## config.mk

```make
export PLATFORM = sky130hd
export DESIGN_NAME = rcc_div_ratio_ctrl
export DESIGN_NICKNAME = d
export VERILOG_FILES = /design/src/rtl/rcc_div_ratio_ctrl.sv
export SDC_FILE = /design/constraint.sdc
export NUM_CORES = 1
export LEC_CHECK = 0
export CAP_MARGIN = 25
export CORE_AREA = 2 2 69 71
export CTS_BUF_LIST = sky130_fd_sc_hd__clkbuf_4
export DETAILED_ROUTE_END_ITERATION = 10
export DIE_AREA = 0 0 71 73
export MAX_ROUTING_LAYER = met4
export PLACE_DENSITY = 0.67
export SLEW_MARGIN = 10
export SYNTH_ARGS = -nofsm -noshare
export SYNTH_HDL_FRONTEND = slang
export SYNTH_SLANG_ARGS = --single-unit
export TNS_END_PERCENT = 20
```

## constraint.sdc

```tcl
create_clock -name clk -period 2.5 [get_ports clk]
set_clock_uncertainty 0.2 [all_clocks]
set_input_delay 0.625 -clock clk [delete_from_list [all_inputs] [get_ports clk]]
set_output_delay 0.625 -clock clk [all_outputs]
set_load 0.005 [all_outputs]
```

## src/rtl/rcc_div_ratio_ctrl.sv

```systemverilog
// Sequences divider ratio changes: gate to 0, wait for stop, load new ratio, wait for run; ack 1 cycle
// after a same-ratio accept, >= GATE_CYC+2 after a full change; req_rdy only in IDLE, busy requests dropped.
module rcc_div_ratio_ctrl #(
  parameter int RATIO_WID = 8,
  parameter int RST_RATIO = 1,
  parameter int GATE_CYC  = 4,
  parameter int TMO_CYC   = 64
) (
  input  logic                 clk,
  input  logic                 rst,
  input  logic                 req_vld,
  output logic                 req_rdy,
  input  logic [RATIO_WID-1:0] req_ratio,
  input  logic                 div_en_s,
  output logic [RATIO_WID-1:0] ratio,
  output logic [RATIO_WID-1:0] cur_ratio,
  output logic                 busy,
  output logic                 ack,
  output logic                 err
);

  localparam int TMR_WID = $clog2(TMO_CYC + 1);
  localparam logic [TMR_WID-1:0]   GATE_LAST = TMR_WID'(GATE_CYC - 1);
  localparam logic [TMR_WID-1:0]   TMO_LAST  = TMR_WID'(TMO_CYC - 1);
  localparam logic [RATIO_WID-1:0] RST_R     = RATIO_WID'(RST_RATIO);

  typedef enum logic [1:0] {IDLE, GATE, LOAD, ACK} state_t;

  state_t               state;
  logic [TMR_WID-1:0]   timer;
  logic [RATIO_WID-1:0] new_r;

  assign req_rdy = (state == IDLE);
  assign busy    = (state != IDLE);

  always_ff @(posedge clk) begin
    if (rst) begin
      state     <= IDLE;
      timer     <= '0;
      new_r     <= '0;
      ratio     <= RST_R;
      cur_ratio <= RST_R;
      ack       <= 1'b0;
      err       <= 1'b0;
    end else begin
      ack <= 1'b0;
      case (state)
        IDLE: begin
          if (req_vld) begin
            new_r <= req_ratio;
            err   <= 1'b0;
            timer <= '0;
            if (req_ratio == cur_ratio) begin
              state <= ACK;
              ack   <= 1'b1;
            end else if (cur_ratio == '0) begin
              // divider is already gated, so the new ratio can go straight out
              state <= LOAD;
              ratio <= req_ratio;
            end else begin
              state <= GATE;
              ratio <= '0;
            end
          end
        end
        GATE: begin
          if (timer >= GATE_LAST && !div_en_s) begin
            timer <= '0;
            if (new_r != '0) begin
              state <= LOAD;
              ratio <= new_r;
            end else begin
              state     <= ACK;
              ack       <= 1'b1;
              cur_ratio <= '0;
            end
          end else if (timer >= TMO_LAST) begin
            state     <= ACK;
            ack       <= 1'b1;
            err       <= 1'b1;
            cur_ratio <= '0;
          end else begin
            timer <= timer + 1'b1;
          end
        end
        LOAD: begin
          // timer only advances below TMO_LAST, so it can never wrap
          if (div_en_s || timer >= TMO_LAST) begin
            state     <= ACK;
            ack       <= 1'b1;
            cur_ratio <= new_r;
            if (!div_en_s) err <= 1'b1;
          end else begin
            timer <= timer + 1'b1;
          end
        end
        ACK: begin
          state <= IDLE;
        end
        default: begin
          state <= IDLE;
        end
      endcase
    end
  end

endmodule

```

==> results of run 1 <==
[area by class of cell]
type	instances	share of cell area (%)
Clock buffer	5	1.52
Timing Repair Buffer	50	19.4
Tap cell	54	2.74
Multi-Input combinational cell	176	46.2
Sequential cell	35	28.5
Clock inverter	3	0.609
Inverter	7	1.06
[synth_stat cells]
library cell and n:
and3_1 1, nand2_1 38, a22o_1 1, a211oi_1 4, buf_1 1, a211oi_2 2, and4_1 2, a22oi_2 1
a222oi_1 1, a31oi_1 2, nor4_1 2, clkbuf_1 6, o311ai_0 1, a21o_1 2, buf_6 1, nand3_1 3
dfxtp_1 35, nand4_1 11, xnor2_1 9, a221oi_1 1, inv_1 7, a21oi_1 29, o21ai_0 15, or4_1 1
buf_2 1, mux2_1 1, nor4_2 1, nand2b_1 2, a211oi_4 1, o221ai_1 1, or3_1 4, a21oi_2 1
and2_1 1, nor2b_1 8, nor3_1 6, mux2i_1 3, or4_4 1, a211o_1 1, a21oi_4 2, nor2_1 4
ha_1 5, o21bai_1 1, nor3_4 1, mux2_2 6
[where the power goes]
part           switching [mW]  internal, mW  total, mW
combinational           0.616         0.505       1.12
clock                   0.197         0.103      0.300
sequential             0.0720         0.644      0.716
[worst reg2reg max path, cell delays in order, from the launching register on]
cell      delay, ns
dfxtp_1        0.37
ha_1           0.28
nor4_2         0.32
a21oi_4        0.11
buf_4          0.17
a211oi_4       0.39
nand4_1        0.19
a21oi_1        0.17
[worst min path at each step]
stage	slack, ns	start	cells past startpoint	to
finish	0.27	err	2	err
global route	0.30	err	2	err
CTS	0.27	err	2	err
detailed placement	0.26	err	2	err
global placement	0.26	err	2	err
floorplan	0.25	err	2	err
[cells by family (layout without fill, tap and decap cells)]
logic type | count (synthesis) | count (layout) | synth area share, %
muxes | 10 | 10 | 5.71
and+or+nand+nor | 86 | 86 | 23.6
buffers and inverters | 16 | 65 | 3.61
DFF | 35 | 35 | 36.7
adders and majority gates | 5 | 5 | 3.28
AOI/OAI and AO/OA | 66 | 66 | 23.0
xor gates and xnor gates | 9 | 9 | 4.13
[cell usage in the layout (no fill, tap or decap), types with 3 or more instances in the layout]
master	instances
buf_4	17
mux2_2	6
xnor2_1	9
nand3_1	3
clkdlybuf4s50_1	31
nor2b_1	8
nor3_1	6
a211oi_1	4
nor2_1	4
inv_1	6
mux2i_1	3
nand2_1	38
o21ai_0	15
or3_1	4
nand4_1	11
a21oi_1	29
ha_1	4
clkbuf_4	5
dfxtp_1	33
[metrics by stage]
| step | setup TNS [ns] | std cells | utilization (%) | hold WS, ns | worst slack [ns] |
|---|---|---|---|---|---|
| after global placement | -0.966 | 322 | 53.1 | 0.259 | -0.119 |
| after detailed placement | -0.968 | 322 | 53.1 | 0.258 | -0.121 |
| final | 0 | 330 | 54.4 | 0.270 | 0.0881 |
| after global routing | 0 | 330 | 54.4 | 0.301 | 0.0315 |
| after CTS | 0 | 330 | 54.4 | 0.275 | 0.0145 |
| after floorplan | 0 | 227 | - | 0.254 | 0.448 |
[registers in the layout, indices dropped and copies added (netlist names)]
name,count
err,1
ratio,8
cur_ratio,8
state,2
ack,1
new_r,8
timer,7
[per-layer routing]
layer	up-vias	part of all wire (%)	track usage, %
met1	869	45	24.0
met4	0	1.9	8.18
met5	-	0	-
met2	44	49	32.0
met3	9	4.2	4.01
li1	923	-	-
[timing repair]
action	in CTS	in global routing
endpoints found under the setup margin	1	1
resized for setup	2	2
hold buffers	0	0
gates cloned	0	0
==> impl_metrics.env, run 1 <==
export IMPL_finalCritPeriodShare_pct=96.5
export IMPL_cts_clk_slew_worst_paths_ns=0.10
export IMPL_fill_cells=416
export IMPL_r2r_start="timer[0]"
export IMPL_crit_buf_inv=3
export IMPL_final_cell_area_mm2=0.00247
export IMPL_max_cap_violations=0
export IMPL_clock_path_buffers=2
export IMPL_first_global_vias=1755
export IMPL_drive_above_1_share_pct=16.3
export IMPL_leakage_nw=0.887
export IMPL_crit_path_end_kind="primary output"
export IMPL_numCtsBuffers=5
export IMPL_final_max_slew_viol_count=0
export IMPL_syn_area_mm2=0.00191
export IMPL_grt_overflow_total=0
export IMPL_status="completed"
export IMPL_max_stage_delay_ns=0.50
export IMPL_rsz0062_at_grt="false"
export IMPL_drtAntennaViolNets=0
export IMPL_vias=1845
export IMPL_hpwl_um=3400
export IMPL_syn_nets=244
export IMPL_reg2regPathDepth=7
export IMPL_drc=0
export IMPL_final_seq_area_um2=703
export IMPL_clock_sinks=35
export IMPL_tightest_slew_ns=0.559
export IMPL_chipWidth_um=71
export IMPL_antenna_found_initial=0
export IMPL_relSlewSlack_pct=62.7
export IMPL_powerDensity_mw_per_mm2=866
export IMPL_firstDrtPassIters=4
export IMPL_insertion_delay_ns=0.34
export IMPL_path_max_fanout=8
export IMPL_synth_seq_area_share_pct=36.7
export IMPL_nets=292
export IMPL_cts_htree_levels=2
export IMPL_cp_required_ns=1.67
export IMPL_syn2layout_area_growth_pct=29.4
export IMPL_coreArea_mm2=0.00454
export IMPL_cts_root_buffer="clkbuf_4"
export IMPL_yosysUniqueCellTypes=44
export IMPL_arrival_ns=1.59
export IMPL_finalCriticalPeriod_ns=2.41
export IMPL_hp_class="flop to flop"
export IMPL_wl_um=4690
export IMPL_cp_endpoint="busy"
export IMPL_peakVddDrop_mv=0.395
export IMPL_cts_setup_buffers=0
export IMPL_die_area_mm2=0.00518
export IMPL_path_cells="inv_1 -> ha_2 -> inv_2 -> clkdlybuf4s50_1"
export IMPL_cts_tree="done"
export IMPL_r2r_setup_slack_ns=0.24
export IMPL_avgSynthCellArea_um2=8.40
export IMPL_grt_max_degree=43
export IMPL_reg2reg_to="cur_ratio[5]"
export IMPL_fmax_mhz=415
export IMPL_die_h_um=73
export IMPL_place_area_mm2=0.00241
export IMPL_synth_top_area_cell="dfxtp_1"
export IMPL_place_gp_congestion=0.835
export IMPL_synth_area_top_cells="dfxtp_1 (37%), a21oi_1 (7.6%), nand2_1 (7.5%)"
export IMPL_crit_path_top_delay_cell="clkdlybuf4s50_1"
export IMPL_yosysTopAreaCellShare_pct=36.7
export IMPL_ys_ff_latch=35
export IMPL_yosys_warnings=0
export IMPL_rows=25
export IMPL_worst_path_stages=4
export IMPL_drt_iter0_drc=130
export IMPL_grt_pass1_wl_um=7980
export IMPL_setup_violations=0
export IMPL_multi_input_area_mm2=0.00114
export IMPL_crit_type="flop to primary output"
export IMPL_io_buffers=31
export IMPL_grt_usage_pct=19.7
export IMPL_start_util_pct=42.0
export IMPL_finalHoldViolations=0
export IMPL_syn_inst=227
export IMPL_post_drt_wl_per_cell_um=14.2
export IMPL_viasPerCell=5.59
export IMPL_crit_start="state[0]"
export IMPL_critPathTopFamily="buffers and inverters"
export IMPL_diodes=0
export IMPL_startpoint_type="flop"
export IMPL_io_pins=32
export IMPL_finalPower_mw=2.14
Note: power is estimated with default switching activity, not from simulation.
==> inputs of run 2 (changes only) <==
--- a/config.mk
+++ b/config.mk
@@ -12,6 +12,7 @@
 export DIE_AREA = 0 0 71 73
 export MAX_ROUTING_LAYER = met4
 export PLACE_DENSITY = 0.67
+export REMOVE_ABC_BUFFERS = 1
 export SLEW_MARGIN = 10
 export SYNTH_ARGS = -nofsm -noshare
 export SYNTH_HDL_FRONTEND = slang
==> impl_metrics.env, run 2 (synthesis results as in run 1) <==
export IMPL_viasPerCell=5.43
export IMPL_numCtsBuffers=5
export IMPL_io_pins=32
export IMPL_wl_um=4760
export IMPL_insertion_delay_ns=0.35
export IMPL_crit_buf_inv=3
export IMPL_rows=25
export IMPL_final_common_cell="nand2_1"
export IMPL_status="completed"
export IMPL_fmax_mhz=414
export IMPL_drc=0
export IMPL_path_max_fanout=8
export IMPL_start_util_pct=42.0
export IMPL_max_stage_delay_ns=0.49
export IMPL_clock_path_buffers=2
export IMPL_max_cap_violations=0
export IMPL_hpwl_um=3390
export IMPL_finalCritPeriodShare_pct=96.7
export IMPL_post_drt_wl_per_cell_um=14.3
export IMPL_final_max_slew_viol_count=0
export IMPL_critPathTopFamily="buffers and inverters"
export IMPL_final_cell_mix="nand2_1 (38), dfxtp_1 (33), clkdlybuf4s50_1 (31)"
export IMPL_setup_tns_ns=0
export IMPL_chipWidth_um=71
export IMPL_setup_violations=0
export IMPL_r2r_setup_slack_ns=0.23
export IMPL_crit_path_top_delay_cell="clkdlybuf4s50_1"
export IMPL_syn2layout_area_growth_pct=32.1
export IMPL_peakVddDrop_mv=0.391
export IMPL_io_buffers=31
export IMPL_rsz0062_at_grt="false"
export IMPL_hold_buffers=0
export IMPL_drive_above_1_share_pct=17.9
export IMPL_crit_path_end_kind="primary output"
export IMPL_firstDrtPassIters=4
export IMPL_nets=295
export IMPL_coreArea_mm2=0.00454
export IMPL_cts_setup_buffers=0
export IMPL_grt_pass1_wl_um=8160
export IMPL_path_cells="inv_1 -> ha_2 -> inv_2 -> clkdlybuf4s50_1"
export IMPL_cts_clk_slew_worst_paths_ns=0.11
export IMPL_hold_slack_ns=0.281
export IMPL_grt_overflow_total=0
export IMPL_die_area_mm2=0.00518
export IMPL_clock_sinks=35
export IMPL_die_h_um=73
export IMPL_cts_resized=2
export IMPL_finalPower_mw=2.31
export IMPL_cp_endpoint="busy"
export IMPL_drt_iter0_drc=76
export IMPL_tightest_slew_ns=0.568
export IMPL_crit_start="state[0]"
export IMPL_final_cell_area_mm2=0.00252
export IMPL_place_area_mm2=0.00243
export IMPL_finalCriticalPeriod_ns=2.42
export IMPL_antenna_found_initial=0
export IMPL_vias=1807
export IMPL_hp_class="flop to flop"
export IMPL_powerDensity_mw_per_mm2=918
export IMPL_cp_required_ns=1.67
export IMPL_startpoint_type="flop"
export IMPL_drtAntennaViolNets=0
export IMPL_grt_max_degree=43
export IMPL_relSlewSlack_pct=62.1
export IMPL_fill_cells=416
export IMPL_leakage_nw=0.920
export IMPL_crit_type="flop to primary output"
export IMPL_finalHoldViolations=0
export IMPL_fin_util_pct=55.5
export IMPL_reg2regPathDepth=7
export IMPL_first_global_vias=1783
export IMPL_diodes=0
export IMPL_place_gp_congestion=0.865
export IMPL_grt_usage_pct=20.5
export IMPL_worst_path_stages=4
export IMPL_cts_tree="done"
export IMPL_reg2reg_to="timer[5]"
export IMPL_cts_root_buffer="clkbuf_4"
export IMPL_cts_htree_levels=2
export IMPL_arrival_ns=1.59
export IMPL_r2r_start="state[0]"
export IMPL_top_regs="cur_ratio: 8 flops, new_r: 8 flops, ratio: 8 flops"
==> run 2: changes by cell type in the layout (fill, tap and decap cells not counted), sizes merged <==
cell	before	now
buf	19	22
bufinv	0	1
clkinvlp	1	0
==> run 2: layout make-up <==
class                      count  area, um2  share of cell area (%)
timing repair buffer          53        500                    19.9
multi-input combinational    176       1140                    45.3
clock inverter                 3       43.8                    1.74
clock buffer                   5       37.5                    1.49
tap                           54       67.6                    2.68
inverter                       7       26.3                    1.04
sequential                    35        703                    27.9
==> run 2: worst min path at each step <==
stage	startpoint	end	depth (start not counted)
after floorplan	err	err	2
final	err	err	2
after global routing	err	err	2
after CTS	err	err	2
after global placement	err	err	2
after detailed placement	err	err	2
==> run 2: stage by stage <==
stage,setup slack [ns],instances
2_1_floorplan,0.405,218
3_3_place_gp,-0.140,325
3_5_place_dp,-0.145,325
4_1_cts,0.0159,333
5_1_grt,0.0191,333
6_report,0.0818,333
==> run 2: worst min-delay path, cell delays in order (launching register included) <==
cell     delay, ns
dfxtp_1       0.33
nand2_1       0.05
mux2i_1       0.06
==> run 2: layer usage <==
metal | up-vias | GRT usage (%) | routed length (um)
met2 | 47 | 34.1 | 2290
met3 | 4 | 3.31 | 232
met1 | 830 | 26.1 | 2210
met5 | - | - | 0
met4 | 0 | 5.66 | 37
li1 | 926 | - | -
==> run 2: where the power goes <==
group | switching [mW] | internal [mW]
clock | 0.207 | 0.210
sequential | 0.0735 | 0.644
combinational | 0.646 | 0.531
